### src/rtl/tff_counter_if.sv
// Signal bundle for tff_counter: control/load inputs and count/status outputs.
// master drives the controls and observes the count; slave is the counter.
interface tff_counter_if #(
    parameter int WIDTH = 4
) ();
    logic             en;
    logic             up;
    logic             load;
    logic [WIDTH-1:0] d;
    logic [WIDTH-1:0] q;
    logic [WIDTH-1:0] qb;
    logic             tc;
    logic             wrap;

    modport master (
        output en, up, load, d,
        input  q, qb, tc, wrap
    );

    modport slave (
        input  en, up, load, d,
        output q, qb, tc, wrap
    );
endinterface

### src/rtl/tff_counter.sv
// tff_counter: WIDTH-bit up/down modulo counter whose state bits are T flip-flops.
// Each bit toggles when t[i] = q[i] ^ next_count[i]. Supports parallel load
// (clamped to MODULUS-1), direction control, combinational terminal count and a
// registered one-cycle wrap pulse.
// Optional feature: define TFF_CNT_SAT_EN to saturate at the count limits
// instead of wrapping; wrap then pulses every cycle the counter is held there.
module tff_counter #(
    parameter int WIDTH   = 4,
    parameter int MODULUS = 2 ** WIDTH
) (
    input  logic          clk,
    input  logic          rst,
    tff_counter_if.slave  bus
);
    localparam logic [WIDTH-1:0] MAX_COUNT = WIDTH'(MODULUS - 1);
    localparam logic [WIDTH-1:0] ZERO      = '0;

    logic [WIDTH-1:0] q_r;
    logic             wrap_r;
    logic [WIDTH-1:0] next_count;
    logic             next_wrap;
    logic [WIDTH-1:0] t;

    // Next-count selection: load beats enable; direction picks the boundary.
    always_comb begin
        // NOTE: every output of this block gets a default first so no path
        // leaves a signal unassigned, which would infer a latch.
        next_count = q_r;
        next_wrap  = 1'b0;
        if (bus.load) begin
            next_count = (bus.d > MAX_COUNT) ? MAX_COUNT : bus.d;
        end else if (bus.en && bus.up) begin
            if (q_r == MAX_COUNT) begin
`ifdef TFF_CNT_SAT_EN
                next_count = q_r;
`else
                next_count = ZERO;
`endif
                next_wrap  = 1'b1;
            end else begin
                next_count = q_r + 1'b1;
            end
        end else if (bus.en) begin
            if (q_r == ZERO) begin
`ifdef TFF_CNT_SAT_EN
                next_count = q_r;
`else
                next_count = MAX_COUNT;
`endif
                next_wrap  = 1'b1;
            end else begin
                next_count = q_r - 1'b1;
            end
        end
    end

    // Toggle vector: a bit flips exactly where current and next count differ.
    assign t = q_r ^ next_count;

    // T flip-flop bank plus registered wrap pulse; async active-low reset.
    always_ff @(posedge clk or negedge rst) begin
        if (!rst) begin
            q_r    <= '0;
            wrap_r <= 1'b0;
        end else begin
            // NOTE: non-blocking assignments so every flop samples the
            // pre-edge values, regardless of statement order.
            q_r    <= q_r ^ t;
            wrap_r <= next_wrap;
        end
    end

    assign bus.q    = q_r;
    assign bus.qb   = ~q_r;
    assign bus.wrap = wrap_r;
    assign bus.tc   = bus.en & ~bus.load &
                      (bus.up ? (q_r == MAX_COUNT) : (q_r == ZERO));

endmodule

### src/flat_wrapper.sv
// flat-port wrapper written by rule: the top's interface ports become plain ports
module tff_counter_flat 
#(
    parameter int WIDTH   = 4,
    parameter int MODULUS = 2 ** WIDTH
)
  (clk, rst, bus_en, bus_up, bus_load, bus_d, bus_q, bus_qb, bus_tc, bus_wrap);
  tff_counter_if #(.WIDTH(WIDTH)) bus_i ();
  input  logic clk;
  input  logic rst;
  input wire logic [$bits(bus_i.en)-1:0] bus_en;
  input wire logic [$bits(bus_i.up)-1:0] bus_up;
  input wire logic [$bits(bus_i.load)-1:0] bus_load;
  input wire logic [$bits(bus_i.d)-1:0] bus_d;
  output wire logic [$bits(bus_i.q)-1:0] bus_q;
  output wire logic [$bits(bus_i.qb)-1:0] bus_qb;
  output wire logic [$bits(bus_i.tc)-1:0] bus_tc;
  output wire logic [$bits(bus_i.wrap)-1:0] bus_wrap;
  assign bus_i.en = bus_en;
  assign bus_i.up = bus_up;
  assign bus_i.load = bus_load;
  assign bus_i.d = bus_d;
  assign bus_q = bus_i.q;
  assign bus_qb = bus_i.qb;
  assign bus_tc = bus_i.tc;
  assign bus_wrap = bus_i.wrap;
  tff_counter #(.WIDTH(WIDTH), .MODULUS(MODULUS)) u_core (.clk(clk), .rst(rst), .bus(bus_i));
endmodule
### config.mk
export PLATFORM = sky130hd
export DESIGN_NAME = tff_counter_flat
export DESIGN_NICKNAME = d
export VERILOG_FILES = /design/src/rtl/tff_counter_if.sv /design/src/rtl/tff_counter.sv /design/src/flat_wrapper.sv
export SDC_FILE = /design/constraint.sdc
export NUM_CORES = 1
export LEC_CHECK = 0
export ABC_AREA = 1
export BUFFER_PORTS_ARGS = -buffer_cell sky130_fd_sc_hd__buf_2
export CAP_MARGIN = 10
export CORE_AREA = 2 2 39 41
export DETAILED_ROUTE_END_ITERATION = 10
export DIE_AREA = 0 0 41 43
export GPL_ROUTABILITY_DRIVEN = 0
export GPL_TIMING_DRIVEN = 0
export PLACE_DENSITY = 0.63
export SETUP_SLACK_MARGIN = 0.4
export SYNTH_ARGS = -nofsm -noshare
export SYNTH_HDL_FRONTEND = slang
export SYNTH_SLANG_ARGS = --single-unit
### constraint.sdc
create_clock -name clk -period 3.2 [get_ports clk]
set_clock_uncertainty 0.1 [all_clocks]
set_input_delay 0.48 -clock clk [delete_from_list [all_inputs] [get_ports clk]]
set_output_delay 0.48 -clock clk [all_outputs]
set_load 0.1 [all_outputs]
# == Word level (Yosys, flattened, before mapping) ==
# Index checks and enable logic that the tools add are counted.
# Widths: inputs -> output; s select.
# word_totals
inputBits,9
word_cells,26
latchBits,0
mem_bits_rw,0
mem_count,0
reg_bits,5
romBits,0
# op_classes
bitwise,6
order_cmp,1
n_mux,12
n_addsub,2
shift,0
n_div,0
reduce_logical,2
mul,0
n_eq_ne,1
# op_table
operator,n
$mux 4,6
$xor 4x4->4,2
$mux 1,6
$add 4x1->4 const B,1
$eq 4x4->1 const B,1
$gt 4x4->1 const B,1
$logic_not 4->1,1
$not 4->4,1
$sub 4x1->4 const B,1
$and 1x1->1,2
$logic_and 1x1->1,1
$not 1->1,1

# == Depth between registers and ports, before layout ==
# Gate-level depths: netlist of run 1.
# depth
depth_word,7
depth_mapped,8
mapped_depth_nobuf,8

# == Worst setup path after synthesis of run 1 ==
# Ideal clock, no wire load.
# synth_timing
path_kind,register -> output
start,"reg u_core.q_r[0], in the netlist u_core.bus.q[0]"
end,out bus_tc
required_time_ns,2.620
path_buffers,0
setup_slack_ns,-1.779
arrival_time_ns,4.399
stages_incl_launch_ff,7
cell_sequence,dfrtp_1 inv_1 ha_1 nand2_1 nor2_1 nor2_2 a211oi_1
# synth_between
elab_chain_len,3
elab_cells_between_ends,4
classes_between,1 x eq/ne; 1 x mux; 1 x bitwise; 1 x reduce/logical
# synth_rtl
item,line,rtl
start: declaration,tff_counter.sv:18,logic [WIDTH-1:0] q_r;
start signal: assignment,tff_counter.sv:68,q_r <= q_r ^ t;
$eq 4x4->1 / $logic_not 4->1 (equally long branches),tff_counter.sv:77,(bus.up ? (q_r == MAX_COUNT) : (q_r == ZERO));
$mux 1 (*),tff_counter.sv:77,
$and 1x1->1 (*),tff_counter.sv:76,assign bus.tc = bus.en & ~bus.load &
end: declaration,flat_wrapper.sv:17,output wire logic [$bits(bus_i.tc)-1:0] bus_tc;
# Every way passes the cells marked *; elsewhere a longest branch is shown, timed or not.

# == Worst setup path after layout of run 1 ==
# Same ends and word-level chain as after synthesis.

==> results.py, run 1 <==
metrics = {
    "sta": {
        "slew_viol_final": 0,
        "fin_setup_tns_ns": 0,
        "hold_viol_final": 0,
        "slew_headroom_pct": 67.9,
        "fin_crit_ns": 2.46,
        "rsz0062_at_grt": "false",
        "finalSetupViolations": 0,
        "final.setup.worst_slack_ns": 0.742,
        "worst_slew_pin_slew_ns": 0.485,
        "max_freq_mhz": 407,
        "fin_crit_sh_pct": 76.8,
    },
    "power": {
        "vdd_drop_max_v": 0.000243,
        "p_total_mw": 0.333,
        "p_per_area_nw_per_um2": 561,
        "leakagePower_nw": 0.285,
    },
    "worst_hold_path": {
        "hold_class": "in -> reg",
        "whs_path_depth": 3,
    },
    "worst_setup_path": {
        "required_ns": 2.62,
        "worstPathMaxFanout": 7,
        "crit_top_cell": "nor2_2",
        "critPathSlowestCell": "dfrtp_4",
        "cpLargestDelayFamily": "buffers and inverters",
        "worstPathCellList": "clkinvlp_4 -> ha_4 -> nand2_2 -> nor2_2 -> nor2_2 -> a211oi_4 -> buf_2",
        "path_buf_inv": 2,
        "critPathKind": "reg -> out",
        "arrival_ns": 1.88,
        "slowest_delay_ns": 0.51,
        "crit_cells": 7,
        "cp-start-kind": "flop",
        "reg2reg_depth": 8,
        "worstSetupEndpointType": "output port",
    },
    "synthesis": {
        "ys_ff_latch": 5,
        "seq_area_frac_synth_pct": 31.8,
        "syn_avg_cell_area_sq_um": 6.89,
        "yosysWarnings": 0,
        "syn_inst": 57,
        "ys_types": 17,
        "syn_nets": 68,
        "synth_area_sq_um": 393,
    },
    "cts": {
        "cts_setup_buffers": 0,
        "cts-root-buf": "clkbuf_4",
        "cts_buffers": 3,
        "htreeDepth": 1,
        "cts_resized": 0,
        "clock_latency_ns": 0.24,
        "cts.clk_slew.worst_paths_ns": 0.04,
        "cts.path.max_buffers": 2,
        "ctsHoldBuffers": 1,
        "clock-sinks": 5,
        "cts_tree": "done",
    },
    "global_routing": {
        "grt_overflow": 0,
        "track_usage_pct": 13.8,
        "grt_pass1_wl_mm": 1.60,
        "antenna_found_initial": 0,
        "grt_max_degree": 8,
        "grt_pass1_vias": 389,
    },
    "drt": {
        "vias": 443,
        "drt-pass1-iter-count": 4,
        "wl_microns": 981,
        "wl_per_cell_microns": 10.2,
        "drc": 0,
        "final_antenna_net_count": 0,
        "initialDrtViolationCount": 12,
        "via_per_inst": 4.61,
    },
    "cells_and_area": {
        "n_antenna_cell": 0,
        "layout_common_cells": "18 x nand2_1, 18 x buf_2, 7 x nand3_1",
        "syn2layout_area_growth_pct": 51.0,
        "layout.nets": 92,
        "drive_above_1_share_pct": 48.8,
    },
    "run": {
        "cap_viol_max_count": 0,
    },
    "place": {
        "portBuffers": 18,
        "dp_hpwl_microns": 796,
        "pre_cts_ws_ns": 1.01,
    },
    "status": {
        "status": "finished clean",
    },
    "floorplanning": {
        "initial_core_util_pct": 28.4,
        "rows": 14,
        "die_h_microns": 43,
        "core_sq_um": 1380,
        "pin_count": 19,
        "dieArea_sq_um": 1760,
        "dieWidth_microns": 41,
    },
}
## flip-flops by register name, summed over array words and instances (netlist names)
signal,cells
u_core.bus.wrap,1
u_core.bus.q,4
## tightest hold or removal path, delay by kind of cell
| family | cells | cell delay, ns |
|---|---|---|
| simple gates | 2 | 0.09 |
| buf+inv | 1 | 0.07 |
## synth_stat cells, drive strengths merged
library cell  number  area share (%)
o2111ai            1             2.2
a211oi             2             3.8
a21oi              2             3.5
o211ai             1             1.9
nor2               5             5.4
nand4              2             3.2
dfrtp              5              32
nand3              8              11
inv                7             6.7
or2                1             2.2
ha                 2             6.4
nand2             21              21
## final timing paths
kind / from / to / slack (ns)
min: bus_d[3] / u_core.bus.q[3]$_DFF_PN0_ / 0.34
max reg2reg: u_core.bus.q[0]$_DFF_PN0_ / u_core.bus.q[3]$_DFF_PN0_ / 1.67
max: u_core.bus.q[0]$_DFF_PN0_ / bus_tc / 0.74
max in group asynchronous: rst / u_core.bus.q[0]$_DFF_PN0_ / 2.37
min reg2reg: u_core.bus.q[3]$_DFF_PN0_ / u_core.bus.q[3]$_DFF_PN0_ / 0.60
min in group asynchronous: rst / u_core.bus.q[3]$_DFF_PN0_ / 0.48
## layout make-up
type	count	area (sq um)
tap	16	20.0
inverter	7	40.0
clock buffer	4	26.3
sequential	5	135
timing repair buffer	19	100
fill	152	791
multi-input combinational	45	272
## routing by layer
layer / part of all wire (%) / vias to the layer above / global-route usage, %
met2: 46 / 17 / 19.4
met4: 0 / 0 / 4.00
met1: 46 / 188 / 16.7
met3: 8.1 / 0 / 9.42
li1: - / 238 / -
met5: 0 / - / 0
## report_power, final
part           leakage, nW  switching [mW]  total [mW]  internal (mW)
combinational        0.214           0.139       0.174         0.0355
sequential          0.0566          0.0139      0.0866         0.0727
clock               0.0150          0.0248      0.0719         0.0471
## per-stage QoR
step | instances | instance area (sq um) | hold WS [ns] | utilization (%)
after floorplan | 57 | 447 | 0.0844 | -
after global placement | 91 | 557 | 0.199 | 40.2
after global routing | 96 | 593 | 0.341 | 42.9
after detailed placement | 91 | 557 | 0.201 | 40.2
after CTS | 96 | 593 | 0.334 | 42.9
final | 96 | 593 | 0.342 | 42.9
## kinds of logic after synthesis
family	synth area share, %
AND/OR/NAND/NOR	43.6
buffers and inverters	6.69
AO/OA/AOI/OAI	11.5
flip-flops	31.8
adder cells (fa/ha/maj)	6.37
(Power assumes the default switching activity.)
==> run 2: changes to the inputs <==
- PLACE_DENSITY: 0.63 -> 0.65
- clock period: 3.2 -> 2 ns (I/O delays scaled with it)
==> results.py, run 2 (same netlist as run 1, synthesis figures left out) <==
metrics = {
    "place": {
        "post_dp_cell_area_sq_um": 566,
        "dp.cells": 91,
        "portBuffers": 18,
        "dp_hpwl_microns": 799,
    },
    "sta": {
        "final.setup.worst_slack_ns": -0.00708,
        "fin_crit_ns": 2.01,
        "finalSetupViolations": 1,
        "slew_viol_final": 0,
        "fin_crit_sh_pct": 100,
        "slew_headroom_pct": 68.0,
        "worst_slew_pin_slew_ns": 0.483,
        "rsz0062_at_grt": "true",
        "hold_viol_final": 0,
        "fin_setup_tns_ns": -0.00708,
        "max_freq_mhz": 498,
    },
    "power": {
        "pwr-share-comb_pct": 56.0,
        "leakagePower_nw": 0.322,
        "vdd_drop_max_v": 0.000421,
        "power_switching_mw": 0.301,
        "p_int_mw": 0.284,
        "p_seq_share_pct": 23.4,
        "power_frac_clock_pct": 20.7,
        "p_sw_share_pct": 51.4,
        "p_per_area_nw_per_um2": 857,
    },
    "global_routing": {
        "grt_pass1_vias": 387,
        "grt_max_degree": 8,
        "antenna_found_initial": 0,
        "track_usage_pct": 14.7,
        "grt_pass1_wl_mm": 1.66,
        "grt_overflow": 0,
    },
    "status": {
        "status": "finished, violations left",
        "violations": "setup timing",
    },
    "floorplanning": {
        "pin_count": 19,
        "dieArea_sq_um": 1760,
        "core_sq_um": 1380,
        "dieWidth_microns": 41,
        "rows": 14,
        "die_h_microns": 43,
        "initial_core_util_pct": 28.4,
    },
    "cells_and_area": {
        "layout.nets": 96,
        "fin_area_sq_um": 682,
        "final_common_cell": "nand2_1",
        "multi_input_area_sq_um": 280,
        "largest_reg_flops": 4,
        "seq_area_sq_um": 135,
        "n_antenna_cell": 0,
        "final_cells": 100,
        "syn2layout_area_growth_pct": 73.6,
        "drive_above_1_share_pct": 53.6,
        "layout_common_cells": "17 x nand2_1, 11 x buf_2, 7 x nand3_1, 7 x buf_4",
        "fill_cells": 143,
    },
    "worst_setup_path": {
        "worstPathCellList": "clkinvlp_4 -> ha_4 -> nand2_2 -> nor2_2 -> nor2_2 -> a211oi_4 -> buf_12",
        "arrival_ns": 1.61,
        "cp-endpoint": "bus_tc",
        "critPathLaunch": "u_core.bus.q[0]$_DFF_PN0_",
        "path_buf_inv": 2,
        "crit_cells": 7,
        "critPathKind": "reg -> out",
        "required_ns": 1.60,
        "cp-start-kind": "flop",
        "worstSetupEndpointType": "output port",
        "cpLargestDelayFamily": "flip-flops",
        "critPathSlowestCell": "dfrtp_4",
        "reg2reg_from": "u_core.bus.q[0]$_DFF_PN0_",
        "worstPathMaxFanout": 5,
        "crit_top_cell": "nor2_2",
        "ff2ff_setup_slack_ns": 0.52,
        "slowest_delay_ns": 0.50,
        "rr_endpoint": "u_core.bus.q[3]$_DFF_PN0_",
        "reg2reg_depth": 8,
    },
    "drt": {
        "wl_per_cell_microns": 11.0,
        "drt-pass1-iter-count": 4,
        "drc": 0,
        "via_per_inst": 4.87,
        "vias": 487,
        "final_antenna_net_count": 0,
        "wl_mm": 1.10,
        "initialDrtViolationCount": 6,
    },
    "cts": {
        "cts_tree": "done",
        "cts_buffers": 3,
        "htreeDepth": 1,
        "cts.path.max_buffers": 2,
        "cts.clk_slew.worst_paths_ns": 0.04,
        "clock_latency_ns": 0.25,
        "cts-root-buf": "clkbuf_4",
        "clock-sinks": 5,
    },
    "worst_hold_path": {
        "hold_class": "in -> reg",
    },
    "run": {
        "cap_viol_max_count": 0,
    },
}
## run 2: cell types whose count changed in the layout (fill, tap and decap cells not counted), sizes merged
cell,previous run,this run
buf,18,21
clkbuf,4,5
## run 2: worst min path at each step
stage                     startpoint                        end  slack [ns]  depth (start not counted)
final                       bus_d[1]  u_core.bus.q[1]$_DFF_PN0_        0.15                          3
after global routing        bus_d[1]  u_core.bus.q[1]$_DFF_PN0_        0.15                          3
after detailed placement         rst  u_core.bus.wrap$_DFF_PN0_        0.02                          1
after floorplan                  rst  u_core.bus.q[2]$_DFF_PN0_        -0.1                          0
after CTS                   bus_d[3]  u_core.bus.q[3]$_DFF_PN0_        0.14                          3
after global placement           rst  u_core.bus.wrap$_DFF_PN0_        0.02                          1
## run 2: area by class of cell
| cell class | count | share of cell area [%] |
|---|---|---|
| Clock buffer | 4 | 3.85 |
| Inverter | 7 | 5.87 |
| Multi-Input combinational cell | 45 | 41.1 |
| Sequential cell | 5 | 19.8 |
| Tap cell | 16 | 2.94 |
| Timing Repair Buffer | 23 | 26.4 |
## run 2: layer usage
layer	share of wire [%]	track usage (%)	up-vias
li1	-	-	246
met1	42	18.6	220
met2	49	19.4	17
met3	7.5	7.85	4
met4	1.9	8.00	0
met5	0	0	-
## run 2: worst register-to-register path: stages (launching register included)
cell and delay [ns]:
dfrtp_4 0.45, clkinvlp_4 0.12, ha_4 0.17, nand2_2 0.07, nor2_2 0.04, nor2_2 0.19
nand3_1 0.10, nand3_1 0.09, nand2_1 0.05
## run 2: power by group through the flow
| stage | clock network [mW] | logic [mW] | registers (mW) |
|---|---|---|---|
| after floorplan | 0 | 0.160 | 0.214 |
| after global placement | 0 | 0.283 | 0.140 |
| after detailed placement | 0 | 0.287 | 0.141 |
| after CTS | 0.125 | 0.322 | 0.137 |
| after global routing | 0.135 | 0.344 | 0.138 |
| final | 0.121 | 0.327 | 0.137 |
## run 2: metrics by stage
| step | setup WS (ns) | utilization [%] | hold slack [ns] | power, mW |
|---|---|---|---|---|
| 3_5_place_dp | -0.0246 | 40.9 | 0.0197 | 0.428 |
| 6_report | -0.00708 | 49.3 | 0.147 | 0.584 |
| 4_1_cts | -0.0167 | 48.5 | 0.143 | 0.584 |
| 2_1_floorplan | -0.754 | - | -0.0956 | 0.374 |
| 5_1_grt | -0.0966 | 49.3 | 0.155 | 0.617 |
| 3_3_place_gp | -0.0235 | 40.9 | 0.0156 | 0.424 |
## run 2: what timing repair did
action | 4_1_cts | 5_1_grt
pin swaps | 1 | 0
hold endpoints to repair | 5 | 0
setup buffers | 4 | 0
endpoints found under the setup margin | 5 | 5
hold buffers | 1 | 0
resized for setup | 12 | 3
==> run 3: changes to the inputs <==
- CTS_CLUSTER_DIAMETER: unset -> 150
- REMOVE_ABC_BUFFERS: unset -> 1
- SLEW_MARGIN: unset -> 20
==> results.py, run 3 (same netlist as run 1, synthesis figures left out) <==
metrics = {
    "sta": {
        "rsz0062_at_grt": "true",
        "max_freq_mhz": 506,
        "fin_setup_tns_ns": 0,
        "fin_crit_ns": 1.97,
        "slew_viol_final": 0,
        "fin_crit_sh_pct": 98.7,
        "timing.hold.ws_ns": 0.163,
        "finalSetupViolations": 0,
        "final.setup.worst_slack_ns": 0.0250,
        "worst_slew_pin_slew_ns": 0.486,
        "hold_viol_final": 0,
        "slew_headroom_pct": 67.8,
    },
    "drt": {
        "drc": 0,
        "vias": 521,
        "wl_mm": 1.32,
        "final_antenna_net_count": 0,
        "initialDrtViolationCount": 6,
        "via_per_inst": 4.87,
        "drt-pass1-iter-count": 4,
        "wl_per_cell_microns": 12.4,
    },
    "global_routing": {
        "grt_pass1_vias": 498,
        "grt_pass1_wl_mm": 1.99,
        "grt_max_degree": 8,
        "antenna_found_initial": 0,
        "track_usage_pct": 16.7,
        "grt_overflow": 0,
    },
    "floorplanning": {
        "core_sq_um": 1380,
        "pin_count": 19,
        "dieArea_sq_um": 1760,
        "dieWidth_microns": 41,
        "rows": 14,
        "initial_core_util_pct": 28.4,
        "die_h_microns": 43,
    },
    "cells_and_area": {
        "fill_cells": 127,
        "final_common_cell": "nand2_1",
        "largest_reg_flops": 4,
        "drive_above_1_share_pct": 56.0,
        "multi_input_area_sq_um": 310,
        "syn2layout_area_growth_pct": 88.2,
        "layout.nets": 103,
        "layout_common_cells": "18 x nand2_1, 13 x buf_2, 11 x buf_4, 6 x nand3_1",
        "seq_area_sq_um": 129,
        "n_antenna_cell": 0,
        "fin_util_pct": 53.4,
    },
    "cts": {
        "cts.path.max_buffers": 2,
        "clock-sinks": 5,
        "clock_latency_ns": 0.24,
        "htreeDepth": 1,
        "cts-root-buf": "clkbuf_4",
        "cts_tree": "done",
        "cts.clk_slew.worst_paths_ns": 0.04,
        "cts_buffers": 3,
    },
    "status": {
        "status": "finished clean",
    },
    "power": {
        "p_per_area_nw_per_um2": 815,
        "pwr-share-comb_pct": 59.1,
        "power_frac_clock_pct": 19.1,
        "leakagePower_nw": 0.371,
        "p_int_mw": 0.295,
        "p_sw_share_pct": 51.0,
        "p_total_mw": 0.602,
        "vdd_drop_max_v": 0.000735,
        "power_switching_mw": 0.307,
        "p_seq_share_pct": 21.8,
    },
    "worst_setup_path": {
        "worstPathMaxFanout": 5,
        "cp-start-kind": "flop",
        "critPathKind": "reg -> out",
        "required_ns": 1.60,
        "worstSetupEndpointType": "output port",
        "arrival_ns": 1.57,
    },
    "place": {
        "pre_cts_ws_ns": -0.0541,
        "dp_hpwl_microns": 747,
        "portBuffers": 18,
    },
    "run": {
        "cap_viol_max_count": 0,
    },
    "worst_hold_path": {
        "hold_class": "in -> reg",
    },
}
run 3: area by class of cell:
type	instances	share of cell area (%)
multi-input cells	45	42.0
inverters	7	3.55
well taps	16	2.71
clock buffers	4	3.55
flip-flops and latches	5	17.4
repair buffers	30	30.8
run 3: metal layers:
layer / GRT usage [%] / routed length [microns]
met5: 0 / 0
met1: 18.6 / 485
met2: 26.9 / 712
met3: 7.33 / 81
met4: 6.00 / 44
run 3: worst max-delay path, stage by stage (launching register included):
cell and delay, ns:
dfrtp_2 0.44, inv_2 0.09, ha_4 0.14, nand2_4 0.06, nor2_4 0.08, nor2_2 0.06
a211oi_4 0.23, buf_12 0.21
run 3: worst paths after layout:
kind,startpoint,cells past startpoint,end,slack [ns]
min in group asynchronous,rst,2,u_core.bus.wrap$_DFF_PN0_,0.30
setup reg to reg,u_core.bus.q[0]$_DFF_PN0_,10,u_core.bus.q[0]$_DFF_PN0_,0.44
hold reg to reg,u_core.bus.q[3]$_DFF_PN0_,2,u_core.bus.wrap$_DFF_PN0_,0.59
setup / recovery,u_core.bus.q[0]$_DFF_PN0_,7,bus_tc,0.03
max in group asynchronous,rst,2,u_core.bus.q[0]$_DFF_PN0_,1.35
hold / removal,bus_d[1],3,u_core.bus.q[1]$_DFF_PN0_,0.16
run 3: per-stage QoR:
step           cell area (sq um)  instances
2_1_floorplan                393         57
3_3_place_gp                 503         91
3_5_place_dp                 503         91
4_1_cts                      701        107
5_1_grt                      739        107
6_report                     739        107
run 3: timing repair:
item,in CTS,in global routing
pin swaps,4,2
gates resized for setup,22,10
hold buffers,1,0
endpoints found under the hold margin,5,0
setup endpoints to repair,6,6
setup buffers,11,0
run 3: power groups by stage:
| stage | clock network [mW] | registers (mW) | logic, mW |
|---|---|---|---|
| 3_3_place_gp | 0 | 0.131 | 0.263 |
| 6_report | 0.115 | 0.131 | 0.356 |
| 4_1_cts | 0.120 | 0.131 | 0.334 |
| 5_1_grt | 0.126 | 0.133 | 0.375 |
| 3_5_place_dp | 0 | 0.131 | 0.264 |
| 2_1_floorplan | 0 | 0.204 | 0.142 |
